File: src/rtl/router_reg.sv
`default_nettype none
// ============================================================================
// Module      : router_reg
// Description : Datapath register stage of the 1x3 router. Sequences the
//               header, payload and parity bytes onto dout under control of
//               the router_fsm state strobes. A byte that meets a full FIFO
//               is parked in a hold register. A running XOR parity is kept
//               and compared against the received parity byte.
// Options     : ROUTER_REG_LEN_CHK_EN - also flag an error when the payload
//               byte count differs from the header length field.
// Revision    : 1.0 - initial release
// ============================================================================
module router_reg #(
    parameter int DATA_W = 8,
    parameter int ADDR_W = 2
) (
    input  logic              clk,
    input  logic              rstn,
    input  logic              pkt_valid,
    input  logic [DATA_W-1:0] data_in,
    input  logic              fifo_full,
    input  logic              detect_addr,
    input  logic              lfd_state,
    input  logic              ld_state,
    input  logic              laf_state,
    input  logic              full_state,
    input  logic              rst_int_reg,
    output logic              parity_done,
    output logic              low_pkt_valid,
    output logic              err,
    output logic [DATA_W-1:0] dout
);

    localparam int                LEN_W          = DATA_W - ADDR_W;
    localparam logic [ADDR_W-1:0] C_ADDR_INVALID = {ADDR_W{1'b1}};

    logic [DATA_W-1:0] r_hdr;
    logic [DATA_W-1:0] r_hold;
    logic [DATA_W-1:0] r_dout;
    logic [DATA_W-1:0] r_int_par;
    logic [DATA_W-1:0] r_pkt_par;
    logic              r_low_pkt_valid;
    logic              r_parity_done;
    logic              r_err;

    logic w_hdr_load;
    logic w_par_fold;
    logic w_par_byte;
    logic w_done_set;
    logic w_par_mismatch;
    logic w_len_err;

    // Only a header with a routable address replaces the stored header.
    assign w_hdr_load     = detect_addr & pkt_valid & (data_in[ADDR_W-1:0] != C_ADDR_INVALID);
    // Every payload byte is folded in, including one diverted to hold.
    assign w_par_fold     = ld_state & pkt_valid & ~full_state;
    // pkt_valid low during LOAD_DATA marks the parity byte.
    assign w_par_byte     = ld_state & ~pkt_valid;
    // Parity byte written straight through, or flushed from hold after a stall.
    assign w_done_set     = (ld_state & ~fifo_full & ~pkt_valid)
                          | (laf_state & r_low_pkt_valid & ~r_parity_done);
    assign w_par_mismatch = (r_int_par != r_pkt_par);

`ifdef ROUTER_REG_LEN_CHK_EN
    localparam logic [LEN_W-1:0] C_LEN_MAX = {LEN_W{1'b1}};

    logic [LEN_W-1:0] r_len_cnt;

    // Count folded payload bytes, saturating so long packets cannot wrap.
    always_ff @(posedge clk or negedge rstn) begin
        if (!rstn) begin
            r_len_cnt <= '0;
        end else if (detect_addr) begin
            r_len_cnt <= '0;
        end else if (w_par_fold && (r_len_cnt != C_LEN_MAX)) begin
            r_len_cnt <= r_len_cnt + 1'b1;
        end
    end

    assign w_len_err = (r_len_cnt != r_hdr[DATA_W-1:ADDR_W]);
`else
    assign w_len_err = 1'b0;
`endif

    // Header capture at address decode.
    always_ff @(posedge clk or negedge rstn) begin
        if (!rstn) begin
            r_hdr <= '0;
        end else if (w_hdr_load) begin
            r_hdr <= data_in;
        end
    end

    // Output byte sequencing; a byte blocked by a full FIFO goes to hold.
    always_ff @(posedge clk or negedge rstn) begin
        if (!rstn) begin
            r_dout <= '0;
            r_hold <= '0;
        end else if (lfd_state) begin
            r_dout <= r_hdr;
        end else if (ld_state && !fifo_full) begin
            r_dout <= data_in;
        end else if (ld_state && fifo_full) begin
            r_hold <= data_in;
        end else if (laf_state) begin
            r_dout <= r_hold;
        end
    end

    // Running parity over header and payload; received parity byte capture.
    always_ff @(posedge clk or negedge rstn) begin
        if (!rstn) begin
            r_int_par <= '0;
            r_pkt_par <= '0;
        end else begin
            if (detect_addr) begin
                r_int_par <= '0;
            end else if (lfd_state) begin
                r_int_par <= r_int_par ^ r_hdr;
            end else if (w_par_fold) begin
                r_int_par <= r_int_par ^ data_in;
            end
            if (w_par_byte) begin
                r_pkt_par <= data_in;
            end
        end
    end

    // End-of-packet flag to the FSM; the FSM clear takes precedence.
    always_ff @(posedge clk or negedge rstn) begin
        if (!rstn) begin
            r_low_pkt_valid <= 1'b0;
        end else if (rst_int_reg) begin
            r_low_pkt_valid <= 1'b0;
        end else if (w_par_byte) begin
            r_low_pkt_valid <= 1'b1;
        end
    end

    // Packet-complete flag, sticky until the next header.
    always_ff @(posedge clk or negedge rstn) begin
        if (!rstn) begin
            r_parity_done <= 1'b0;
        end else if (detect_addr) begin
            r_parity_done <= 1'b0;
        end else if (w_done_set) begin
            r_parity_done <= 1'b1;
        end
    end

    // Error evaluated once the parity byte is in, one cycle after parity_done.
    always_ff @(posedge clk or negedge rstn) begin
        if (!rstn) begin
            r_err <= 1'b0;
        end else if (detect_addr) begin
            r_err <= 1'b0;
        end else if (r_parity_done) begin
            r_err <= w_par_mismatch | w_len_err;
        end
    end

    assign dout          = r_dout;
    assign parity_done   = r_parity_done;
    assign low_pkt_valid = r_low_pkt_valid;
    assign err           = r_err;

endmodule
`default_nettype wire

File: config.mk
export PLATFORM = sky130hd
export DESIGN_NAME = router_reg
export DESIGN_NICKNAME = d
export VERILOG_FILES = /design/src/rtl/router_reg.sv
export SDC_FILE = /design/constraint.sdc
export NUM_CORES = 1
export LEC_CHECK = 0
export BUFFER_PORTS_ARGS = -buffer_cell sky130_fd_sc_hd__buf_2
export CORE_MARGIN = 4
export CORE_UTILIZATION = 56
export DETAILED_ROUTE_END_ITERATION = 10
export GPL_TIMING_DRIVEN = 0
export PLACE_DENSITY = 0.77
export SLEW_MARGIN = 10
export SYNTH_ARGS = -nofsm -noshare
export SYNTH_HDL_FRONTEND = slang
export SYNTH_SLANG_ARGS = --single-unit
export TNS_END_PERCENT = 50
File: constraint.sdc
create_clock -name clk -period 1.3 [get_ports clk]
set_clock_uncertainty 0.15 [all_clocks]
set_input_delay 0.26 -clock clk [delete_from_list [all_inputs] [get_ports clk]]
set_output_delay 0.26 -clock clk [all_outputs]
set_load 0.02 [all_outputs]
==> results by group <==
Outcome
  • Run status: finished, violations left
  • Failing checks: negative hold slack, negative setup slack

Detailed routing
  • First drt pass iteration count: 4
  • Routed via count: 1,379
  • DRT iter0 DRCs: 82
  • Drt drc: 0
  • Routed len/inst: 15.6 µm
  • WL final: 3990 µm
  • Routed Antenna Nets: 0
  • DR vias/cell: 5.41

Finish
  • # diodes: 0
  • Layout cells sized above 1: 36.8%
  • Non-filler instance count after layout: 255
  • Fillers: 249
  • Final core occ: 71.5%
  • Area grow syn2layout: 20.1%
  • Nets: 226

Power
  • PwrDens: 1360 nW/µm²
  • VDD IR max: 0.783 mV
  • P_leak: 1.13 nW

Timing
  • Max Freq: 752 MHz
  • PnR worst setup slack: -0.0302 ns
  • Post-route clock period utilization: 102%
  • RSZ-0062 raised after global routing: true
  • Final setup viols: 8
  • Worst slew pin tran: 0.936 ns
  • Hold_ws: -0.106 ns
  • Fin. Hold Viols: 43
  • Crit path time final: 1.33 ns
  • Slew headroom: 37.6%
  • Pins Over Slew Limit: 0

Synth
  • Seq cells post-synth: 43
  • Syn avg cell area: 12.1 µm²
  • Register area share after synthesis: 53.0%
  • Post-synth EDFFs: 0
  • Area of the mapped netlist: 2030 µm²
  • Cell count after synthesis: 168
  • Distinct cell type count after synthesis: 24
  • Post-synth ARST share: 100%
  • Synth warn: 0
  • Mapped Nets: 186
  • Top_reg_cell synth: dfrtp_1

Setup path
  • Worst R2R End: err
  • CP endpoint: err
  • Critical Path Sink Type: flop
  • Critical path type: reg2reg
  • Worst setup SP type: flop
  • Max FO, Critical Path: 2
  • R2R setup slack: -0.03 ns
  • Req. time, crit path: 1.38 ns
  • Crit path from: r_pkt_par[1]
  • Reg-to-reg startpoint: r_pkt_par[1]
  • R2R depth: 4
  • Critical Path AT: 1.41 ns

CTS
  • CTS max path bufs: 2
  • CTS tree: done
  • CTS clk-pin slew, worst paths: 0.12 ns
  • H-Tree Depth: 2
  • Root Buffer: clkbuf_4
  • CTS sink cnt: 43
  • Skew-Pair Late Insertion Delay: 0.34 ns
  • Hold-fix buffers at CTS: 1
  • TritonCTS Buffers: 5

Floorplanning
  • Core footprint: 3420 µm²
  • IO Count: 29
  • Cell Rows: 21
  • Width of the die: 68.2 µm
  • Initial Util: 59.5%
  • Chip Height: 68.2 µm
  • Die area: 4660 µm²

Place
  • DP HPWL: 2900 µm
  • Placed cell count: 241
  • Port Buf Inserts: 27
  • Placer Congestion: 0.823

Run
  • Max Cap Viol: 0

Global routing
  • Global Route Usage Sum: 20.1%
  • Initial antenna violation count: 0
  • Largest net degree at the start of global routing: 44
  • Vias in the first global route: 1,458
  • First-pass GRT wire length: 6750 µm
  • GR Overflow Total: 0

Worst hold path
  • Hold WC Path Type: in2async
-- logic make-up (layout without fill, tap and decap cells) --
family	Yosys count	after routing	share of synthesized area [%]
buf+inv	8	49	2.59
compound gates	20	20	5.36
mux	46	46	24.5
xor+xnor	16	16	6.90
simple gates	35	35	7.70
flops	43	43	53.0
-- cells in the mapped netlist, drive strengths merged (2+ instances only) --
| library cell | count | area [µm²] |
|---|---|---|
| mux2i | 16 | 160 |
| nand2b | 3 | 18.8 |
| xnor2 | 13 | 114 |
| o21ai | 8 | 40.0 |
| xor2 | 3 | 26.3 |
| buf | 6 | 45.0 |
| mux2 | 30 | 338 |
| a21oi | 9 | 45.0 |
| nor2 | 18 | 67.6 |
| dfrtp | 43 | 1080 |
| nand3b | 2 | 15.0 |
| nand2 | 9 | 33.8 |
-- power breakdown --
part | leakage, nW | switching, mW | internal (mW)
clock | 0.0386 | 0.408 | 0.319
combinational | 0.566 | 0.394 | 0.472
sequential | 0.524 | 0.161 | 1.57
total | 1.13 | 0.963 | 2.36
-- through the flow --
step	setup TNS (ns)	hold WS (ns)	total power [mW]	setup slack (ns)	area [µm²]
detailed placement	-5.49	0.262	2.52	-0.237	2260
global route	-0.660	-0.0493	3.52	-0.131	2440
finish	-0.0585	-0.106	3.32	-0.0302	2440
CTS	-0.216	-0.0821	3.30	-0.0422	2410
global placement	-4.43	0.262	2.48	-0.201	2260
floorplan	-0.0768	-0.186	2.28	-0.0264	2070
-- cell usage in the layout, fill, tap and decap left out, types with 2 or more instances in the layout --
cell / netlist / final
xnor2_1: 13 / 12
o21ai_1: 2 / 7
buf_6: 2 / 12
dfrtp_1: 43 / 43
a21oi_1: 9 / 9
nand2b_1: 3 / 2
clkbuf_1: 1 / 2
mux2i_1: 16 / 16
buf_2: 3 / 20
mux2_2: 29 / 28
clkbuf_8: 0 / 2
clkbuf_4: 0 / 5
buf_4: 1 / 5
xor2_1: 3 / 3
nand3b_1: 2 / 2
nor2_1: 18 / 18
nand2_1: 9 / 9
-- how the worst min path moves through the flow --
stage	from	endpoint	slack (ns)
2_1_floorplan	rstn	dout[0]	-0.19
3_3_place_gp	rst_int_reg	low_pkt_valid	0.26
3_5_place_dp	rst_int_reg	low_pkt_valid	0.26
4_1_cts	rstn	r_pkt_par[1]	-0.08
5_1_grt	rstn	dout[5]	-0.05
6_report	rstn	r_pkt_par[1]	-0.11
-- state kept, by name, indices dropped and copies added (netlist names) --
signal / count
dout: 8
r_hdr: 8
r_hold: 8
r_int_par: 8
r_pkt_par: 8
err: 1
low_pkt_valid: 1
parity_done: 1
-- final cells by class --
cell class | count | area [µm²] | share of cell area, %
Buffer | 7 | 73.8 | 3.02
Clock buffer | 8 | 68.8 | 2.82
Inverter | 1 | 3.75 | 0.154
Multi-Input combinational cell | 117 | 928 | 38.0
Sequential cell | 43 | 1080 | 44.1
Tap cell | 46 | 57.6 | 2.36
Timing Repair Buffer | 33 | 233 | 9.53
-- per-layer routing --
layer | up-vias | wire length (µm) | track usage, %
li1 | 660 | - | -
met1 | 686 | 1780 | 24.6
met2 | 26 | 1960 | 33.2
met3 | 7 | 162 | 5.58
met4 | 0 | 87 | 8.44
met5 | - | 0 | 0
-- what timing repair did --
| item | 4_1_cts | 5_1_grt |
|---|---|---|
| setup buffers | 4 | 1 |
| resized for setup | 11 | 7 |
| setup endpoints to repair | 12 | 12 |
| pin swaps | 1 | 1 |
| endpoints found under the hold margin | 44 | 43 |
-- critical path, stage by stage (launching register included) --
cell	delay, ns
dfrtp_1	0.43
xnor2_2	0.18
nand4_1	0.15
nor4_2	0.19
a311oi_1	0.12
Power figures use the tool's default switching activity.
